File: config.mk
export PLATFORM = sky130hd
export DESIGN_NAME = bip_sequencer
export DESIGN_NICKNAME = d
export VERILOG_FILES = /design/src/rtl/bip_sequencer.sv
export SDC_FILE = /design/constraint.sdc
export NUM_CORES = 1
export LEC_CHECK = 0
export CAP_MARGIN = 20
export CORE_MARGIN = 2
export CORE_UTILIZATION = 40
export CTS_CLUSTER_SIZE = 24
export DETAILED_ROUTE_END_ITERATION = 6
export PLACE_DENSITY = 0.78
export SLEW_MARGIN = 20
export SYNTH_ARGS = -nofsm -noshare
export SYNTH_HDL_FRONTEND = slang
export SYNTH_SLANG_ARGS = --single-unit
File: constraint.sdc
create_clock -name clk -period 2 [get_ports clk]
set_clock_uncertainty 0.1 [all_clocks]
set_input_delay 0.2 -clock clk [delete_from_list [all_inputs] [get_ports clk]]
set_output_delay 0.2 -clock clk [all_outputs]
set_load 0.005 [all_outputs]
File: src/rtl/bip_sequencer.sv
// Fetch/decode sequencer for the accumulator datapath; every output is a flop.
// Optional BIP_CYCLE_COUNT_EN adds a 32-bit busy-cycle counter output.
module bip_sequencer #(
  parameter int bits_address = 11,
  parameter int bits_opcode  = 5
) (
  input  logic                                clk,
  input  logic                                reset_n,
  input  logic                                start,
  input  logic [bits_opcode+bits_address-1:0] instr,
  output logic [bits_address-1:0]             prog_addr,
  output logic                                prog_rd,
  output logic [bits_address-1:0]             data_addr,
  output logic [bits_address-1:0]             operand,
  output logic                                rd_ram,
  output logic                                wr_ram,
  output logic                                wr_acc,
  output logic [1:0]                          sel_a,
  output logic                                sel_b,
  output logic                                alu_op,
  output logic                                busy,
  output logic                                halted,
  output logic                                illegal
`ifdef BIP_CYCLE_COUNT_EN
  ,
  output logic [31:0]                         cycle_count
`endif
);

  localparam int IW = bits_opcode + bits_address;

  localparam logic [2:0] S_IDLE   = 3'd0;
  localparam logic [2:0] S_FETCH  = 3'd1;
  localparam logic [2:0] S_DECODE = 3'd2;
  localparam logic [2:0] S_MEMRD  = 3'd3;
  localparam logic [2:0] S_EXEC   = 3'd4;
  localparam logic [2:0] S_HALT   = 3'd5;

  localparam logic [bits_opcode-1:0] OP_HLT  = bits_opcode'(0);
  localparam logic [bits_opcode-1:0] OP_STO  = bits_opcode'(1);
  localparam logic [bits_opcode-1:0] OP_LD   = bits_opcode'(2);
  localparam logic [bits_opcode-1:0] OP_LDI  = bits_opcode'(3);
  localparam logic [bits_opcode-1:0] OP_ADD  = bits_opcode'(4);
  localparam logic [bits_opcode-1:0] OP_ADDI = bits_opcode'(5);
  localparam logic [bits_opcode-1:0] OP_SUB  = bits_opcode'(6);
  localparam logic [bits_opcode-1:0] OP_SUBI = bits_opcode'(7);

  logic [2:0]              state, state_n;
  logic [bits_address-1:0] pc, pc_n;
  logic [IW-1:0]           ir, ir_n;
  logic [bits_opcode-1:0]  op_n;
  logic                    ill_n;
  logic                    prog_rd_n, rd_ram_n, wr_ram_n, wr_acc_n;
  logic [1:0]              sel_a_n;
  logic                    sel_b_n, alu_op_n, busy_n, halted_n;

  assign prog_addr = pc;
  assign operand   = ir[bits_address-1:0];
  assign data_addr = ir[bits_address-1:0];

  always_comb begin
    state_n = state;
    pc_n    = pc;
    ir_n    = ir;
    ill_n   = illegal;
    case (state)
      S_IDLE, S_HALT: begin
        if (start) begin
          state_n = S_FETCH;
          pc_n    = '0;
          ill_n   = 1'b0;
        end
      end
      S_FETCH:  state_n = S_DECODE;
      S_DECODE: begin
        ir_n = instr;
        case (instr[IW-1 -: bits_opcode])
          OP_HLT:                         state_n = S_HALT;
          OP_LD, OP_ADD, OP_SUB:          state_n = S_MEMRD;
          OP_STO, OP_LDI, OP_ADDI, OP_SUBI: state_n = S_EXEC;
          default: begin
            state_n = S_EXEC;
            ill_n   = 1'b1;
          end
        endcase
      end
      S_MEMRD: state_n = S_EXEC;
      S_EXEC: begin
        pc_n    = pc + bits_address'(1);
        state_n = S_FETCH;
      end
      default: state_n = S_IDLE;
    endcase
  end

  // Outputs are decoded from the next state so they can be registered
  // and still line up with the state they belong to.
  always_comb begin
    op_n      = ir_n[IW-1 -: bits_opcode];
    prog_rd_n = (state_n == S_FETCH);
    rd_ram_n  = (state_n == S_MEMRD);
    busy_n    = (state_n != S_IDLE) && (state_n != S_HALT);
    halted_n  = (state_n == S_HALT);
    wr_ram_n  = 1'b0;
    wr_acc_n  = 1'b0;
    sel_a_n   = 2'b00;
    sel_b_n   = 1'b0;
    alu_op_n  = 1'b0;
    if (state_n == S_EXEC) begin
      case (op_n)
        OP_STO:  wr_ram_n = 1'b1;
        OP_LD:   wr_acc_n = 1'b1;
        OP_LDI: begin
          wr_acc_n = 1'b1;
          sel_a_n  = 2'b01;
        end
        OP_ADD, OP_ADDI, OP_SUB, OP_SUBI: begin
          wr_acc_n = 1'b1;
          sel_a_n  = 2'b10;
          sel_b_n  = (op_n == OP_ADDI) || (op_n == OP_SUBI);
          alu_op_n = (op_n == OP_SUB) || (op_n == OP_SUBI);
        end
        default: ;
      endcase
    end
  end

  always_ff @(posedge clk) begin
    if (!reset_n) begin
      state   <= S_IDLE;
      pc      <= '0;
      ir      <= '0;
      illegal <= 1'b0;
      prog_rd <= 1'b0;
      rd_ram  <= 1'b0;
      wr_ram  <= 1'b0;
      wr_acc  <= 1'b0;
      sel_a   <= 2'b00;
      sel_b   <= 1'b0;
      alu_op  <= 1'b0;
      busy    <= 1'b0;
      halted  <= 1'b0;
    end else begin
      state   <= state_n;
      pc      <= pc_n;
      ir      <= ir_n;
      illegal <= ill_n;
      prog_rd <= prog_rd_n;
      rd_ram  <= rd_ram_n;
      wr_ram  <= wr_ram_n;
      wr_acc  <= wr_acc_n;
      sel_a   <= sel_a_n;
      sel_b   <= sel_b_n;
      alu_op  <= alu_op_n;
      busy    <= busy_n;
      halted  <= halted_n;
    end
  end

`ifdef BIP_CYCLE_COUNT_EN
  always_ff @(posedge clk) begin
    if (!reset_n)
      cycle_count <= '0;
    else if (start && ((state == S_IDLE) || (state == S_HALT)))
      cycle_count <= '0;
    else if (busy)
      cycle_count <= cycle_count + 32'd1;
  end
`endif

endmodule

# Word level (Yosys, flattened, before mapping)
# Index checks and enable logic that the tools add are counted.
# Widths: inputs -> output; s select.
# totals
reg_bits,41
latchBits,0
ram_bits,0
rom_bits,0
output_inout_bits,44
word_cells,70
memories,0
# op_classes
n_addsub,1
multipliers,0
n_div,0
n_lt_le_gt_ge,0
eq_ne,26
shifts,0
mux,12
bitwise_logic,0
reduce_logical,17
# ops
operator,count
$eq 5x3->1 const B,8
$pmux 11 s2,1
$eq 5x2->1 const B,4
$mux 16,1
$pmux 3 s5,1
$eq 3x3->1 const B,4
$add 11x1->11 const B,1
$mux 11,1
$eq 5x1->1 const B,2
$eq 3x2->1 const B,3
$reduce_or 8->1,1
$eq 3x1->1 const B,2
$pmux 3 s2,1
$reduce_and 3->1,2
$reduce_or 6->1,1
$logic_not 5->1,1
$mux 1,4
$ne 2x2->1 const B,2
$pmux 2 s2,1
$reduce_and 2->1,2
$reduce_bool 2->1,2
$reduce_or 4->1,1
$logic_not 3->1,1
$mux 3,1
7 further kinds,8

# Longest topological paths before layout
# depth
ltp_word,6
ltp_mapped,6
mapped_depth_nobuf,5

# Least setup slack after synthesis
# No wires, ideal clock.
# synth_path
path_kind,register to register
from,register pc[0] (netlist: prog_addr[0])
to,register pc[10] (netlist: prog_addr[10])
arrival_ns,1.350
t_required_ns,1.779
slack_ns,0.429
stages_incl_launch_ff,6
n_path_buf,0
period_less_slack_ns,1.571
path_cell_list,dfxtp_1 > ha_1 > and3_1 > and3_1 > nand3_1 > mux2_2
# synth_between
elab_chain_cells,2
# synth_rtl
item,line,source
start: declaration,49,"logic [bits_address-1:0] pc, pc_n;"
start signal: assignment,145,pc <= pc_n;
$add 11x1->11,89,pc_n = pc + bits_address'(1);
$pmux 11 s2,66,case (state)
# Every way passes these cells.
# A chain may end at the register's enable or synchronous reset.

# Worst setup path after layout
# layout_path
from,register state[2]
to,register sel_a[0]
# layout_between
elab_chain_cells,5
word_cells_on_any_way,19
cone_classes,11 x eq/ne; 4 x mux; 4 x reduce/logical
# layout_rtl
item,line,source
start: declaration,48,"logic [2:0] state, state_n;"
start signal: assignment,144,state <= state_n;
"$eq 3x2->1, or another cell as far along",66,
$mux 16 or $reduce_or 2->1 (tied branches),66,
$eq 5x3->1 or $pmux 3 s5 (tied branches),"110, 66",
$reduce_or 4->1 or $eq 3x3->1 (tied branches),-,
$pmux 2 s2 or $reduce_and 2->1 (tied branches),-,
end signal: assignment,152,sel_a <= sel_a_n;
end: declaration,18,"output logic [1:0] sel_a,"
# Several ways; a longest one is shown, not always the timed one.

==> flow_summary.yaml <==
critical_path:
  cp.arrival_ns: 1.81
  critPathMaxFanout: 20
  path_common_cell: "buf_4"
  cp.required_ns: 2.13
  endpoint_kind: "flip-flop"
  startpoint_type: "flip-flop"
  path_class: "flip-flop to flip-flop"
  cp_slowest_cell: "dfxtp_1"
  slowest_delay_ns: 0.35
  path_cells: "buf_4 -> nor3b_2 -> buf_4 -> nand4b_1 -> or2_2 -> a21oi_2"
  r2r_slack_ns: 0.31
final_layout:
  nets: 292
  drive_above_1_share_pct: 11.0
  n_antenna_cell: 0
  finalInstanceArea_um2: 2620
  area_growth_pct: 31.3
  post-route-util_pct: 55.0
routing:
  via_count: 1717
  viasPerCell: 5.05
  route.detailed.drc: 0
  met2WireLength_um: 2040
  drt-wirelength-per-cell_um: 12.4
  wl_met1_um: 1810
  met3RoutedLength_um: 304
  dr.pass1.iters: 4
  drt_wl_total_um: 4210
  ant_nets: 0
  top_layer: "met4"
  drtIter0Drc: 109
clocking:
  post-cts-setup-buffers: 0
  cts_buffer_depth: 2
  cts_hold_buf: 0
  clk_pin_slew_ns: 0.08
  cts_buffers: 5
  clk_latency_ns: 0.29
  clock-root-buffer: "clkbuf_8"
  cts_tree: "yes"
  cts-resized-gates: 0
  cts_sinks: 41
  htree_levels: 2
grt:
  antenna_found_initial: 0
  grt_overflow: 0
  grt_pass1_vias: 1580
  grt_first_pass_wirelength_um: 7130
  grt_max_degree: 21
  grt_use_total_pct: 16.4
yosys:
  synth_area_leaders: "dfxtp_1, buf_4, nand2_1, a21oi_1, nor2_1"
  synth_edf_count: 0
  ys_warn_count: 0
  yosysMostFrequentCell: "dfxtp_1"
  synthCells: 227
  synth.distinct_cells: 53
  synth_fp_nets: 247
  synth_seq_cells: 41
  synth_area_um2: 1990
  synth_top_area_share_pct: 41.2
  seq_area_frac_synth_pct: 41.2
  synth_ff_type: "dfxtp_1"
  synth_common_cells: "dfxtp_1, nand2_1, buf_4, nor2_1, a21oi_1"
  syn_area_per_cell_um2: 8.77
  ys_async_sr_fraction_pct: 0
  synth_area_leader_cell: "dfxtp_1"
power:
  pwr-share-seq_pct: 49.1
  combPwrFrac_pct: 11.8
  ir_drop_uv: 249
  p_per_area_nw_per_um2: 663
  totalPowerFinal_w: 0.00174
  internal_power_w: 0.00135
  power.leakage_nw: 0.925
  p_sw_share_pct: 22.0
  clkPwrFrac_pct: 39.1
  net-switching-power_w: 0.000382
flow_run:
  timing.max_cap.violations: 0
sta:
  period_share_pct: 84.3
  relSlewSlack_pct: 64.2
  final-hold-violation-count: 0
  rsz0062_at_grt: "no"
  max_freq_mhz: 593
  finalSetupTns_ns: 0
  slew_violations: 0
  finalWorstSetupSlack_ns: 0.314
  worstMarginPinSlew_ns: 0.537
  finalSetupViolations: 0
  period_needed_ns: 1.69
floorplan:
  fp.dieArea_um2: 5560
  die_h_um: 74.6
  start_util_pct: 41.9
  io_pins: 63
  num_rows: 25
  core-area_um2: 4750
  fp.dieW_um: 74.6
placement:
  post-dp-hpwl_um: 3150
  gp_congestion: 0.814
  dpl_cell_area_um2: 2500
  portBuffers: 62
  post-place-ws_ns: 0.206
run_status:
  outcome: "completed"
min_path:
  hold_path_class: "input pin to flip-flop"
logic make-up after synthesis:
| group | Yosys count | synth area share, % |
|---|---|---|
| simple gates | 91 | 24.7 |
| buf+inv | 39 | 14.4 |
| mux | 4 | 2.14 |
| fa+ha+maj | 1 | 0.628 |
| flops | 41 | 41.2 |
| xor+xnor | 4 | 1.76 |
| compound gates | 47 | 15.2 |
power by group through the flow:
stage,Clock [W],Sequential [W],Combinational [W]
global placement,0,0.000871,0.000203
finish,0.000678,0.000853,0.000205
CTS,0.000699,0.000853,0.000207
detailed placement,0,0.000872,0.000206
floorplan,0,0.000867,0.000129
global route,0.000734,0.000856,0.000228
state kept, by name (all words and copies together) (netlist names):
signal,count
ir,16
prog_addr,11
state,3
sel_a,2
alu_op,1
busy,1
halted,1
illegal,1
prog_rd,1
rd_ram,1
sel_b,1
wr_acc,1
wr_ram,1
metrics by stage:
| step | std cells | hold slack, ns |
|---|---|---|
| 6_report | 340 | 0.354 |
| 3_5_place_dp | 332 | 0.356 |
| 4_1_cts | 340 | 0.348 |
| 3_3_place_gp | 332 | 0.345 |
| 5_1_grt | 340 | 0.355 |
| 2_1_floorplan | 227 | 0.236 |
path summary, 6_finish.rpt:
kind                  from        to  depth (start not counted)
setup reg to reg  state[2]  sel_a[0]                          6
setup / recovery  state[2]  sel_a[0]                          6
hold / removal    instr[6]     ir[6]                          3
hold reg to reg     ir[14]    ir[14]                          2
cells in the final DEF (no fill, tap or decap), types with 4 or more instances in the layout:
cell type	Yosys	layout
clkbuf_8	0	6
nand2_1	31	31
buf_4	23	9
nor2_1	23	23
and3_1	4	4
dfxtp_1	41	41
a21oi_1	22	22
nand3_1	7	7
clkdlybuf4s50_1	0	62
inv_1	5	5
layout make-up:
type | count | area [um2]
Fill cell | 454 | 2140
Multi-Input combinational cell | 147 | 885
Sequential cell | 41 | 821
Timing Repair Buffer | 71 | 688
Clock buffer | 7 | 86.3
Tap cell | 67 | 83.8
Clock inverter | 1 | 30.0
Inverter | 6 | 22.5
worst max-delay path: cells and delay by family (launching register included):
kind                   cells  cell delay (ns)
DFF                        1             0.35
and+or+nand+nor            3             0.63
buffers and inverters      2             0.43
AOI/OAI and AO/OA          1             0.12
routing by layer:
| layer | track usage (%) | up-vias |
|---|---|---|
| met3 | 4.47 | 6 |
| met1 | 19.9 | 808 |
| met5 | 0 | - |
| met4 | 4.96 | 0 |
| li1 | - | 846 |
| met2 | 28.4 | 57 |
Power figures use the tool's default switching activity.
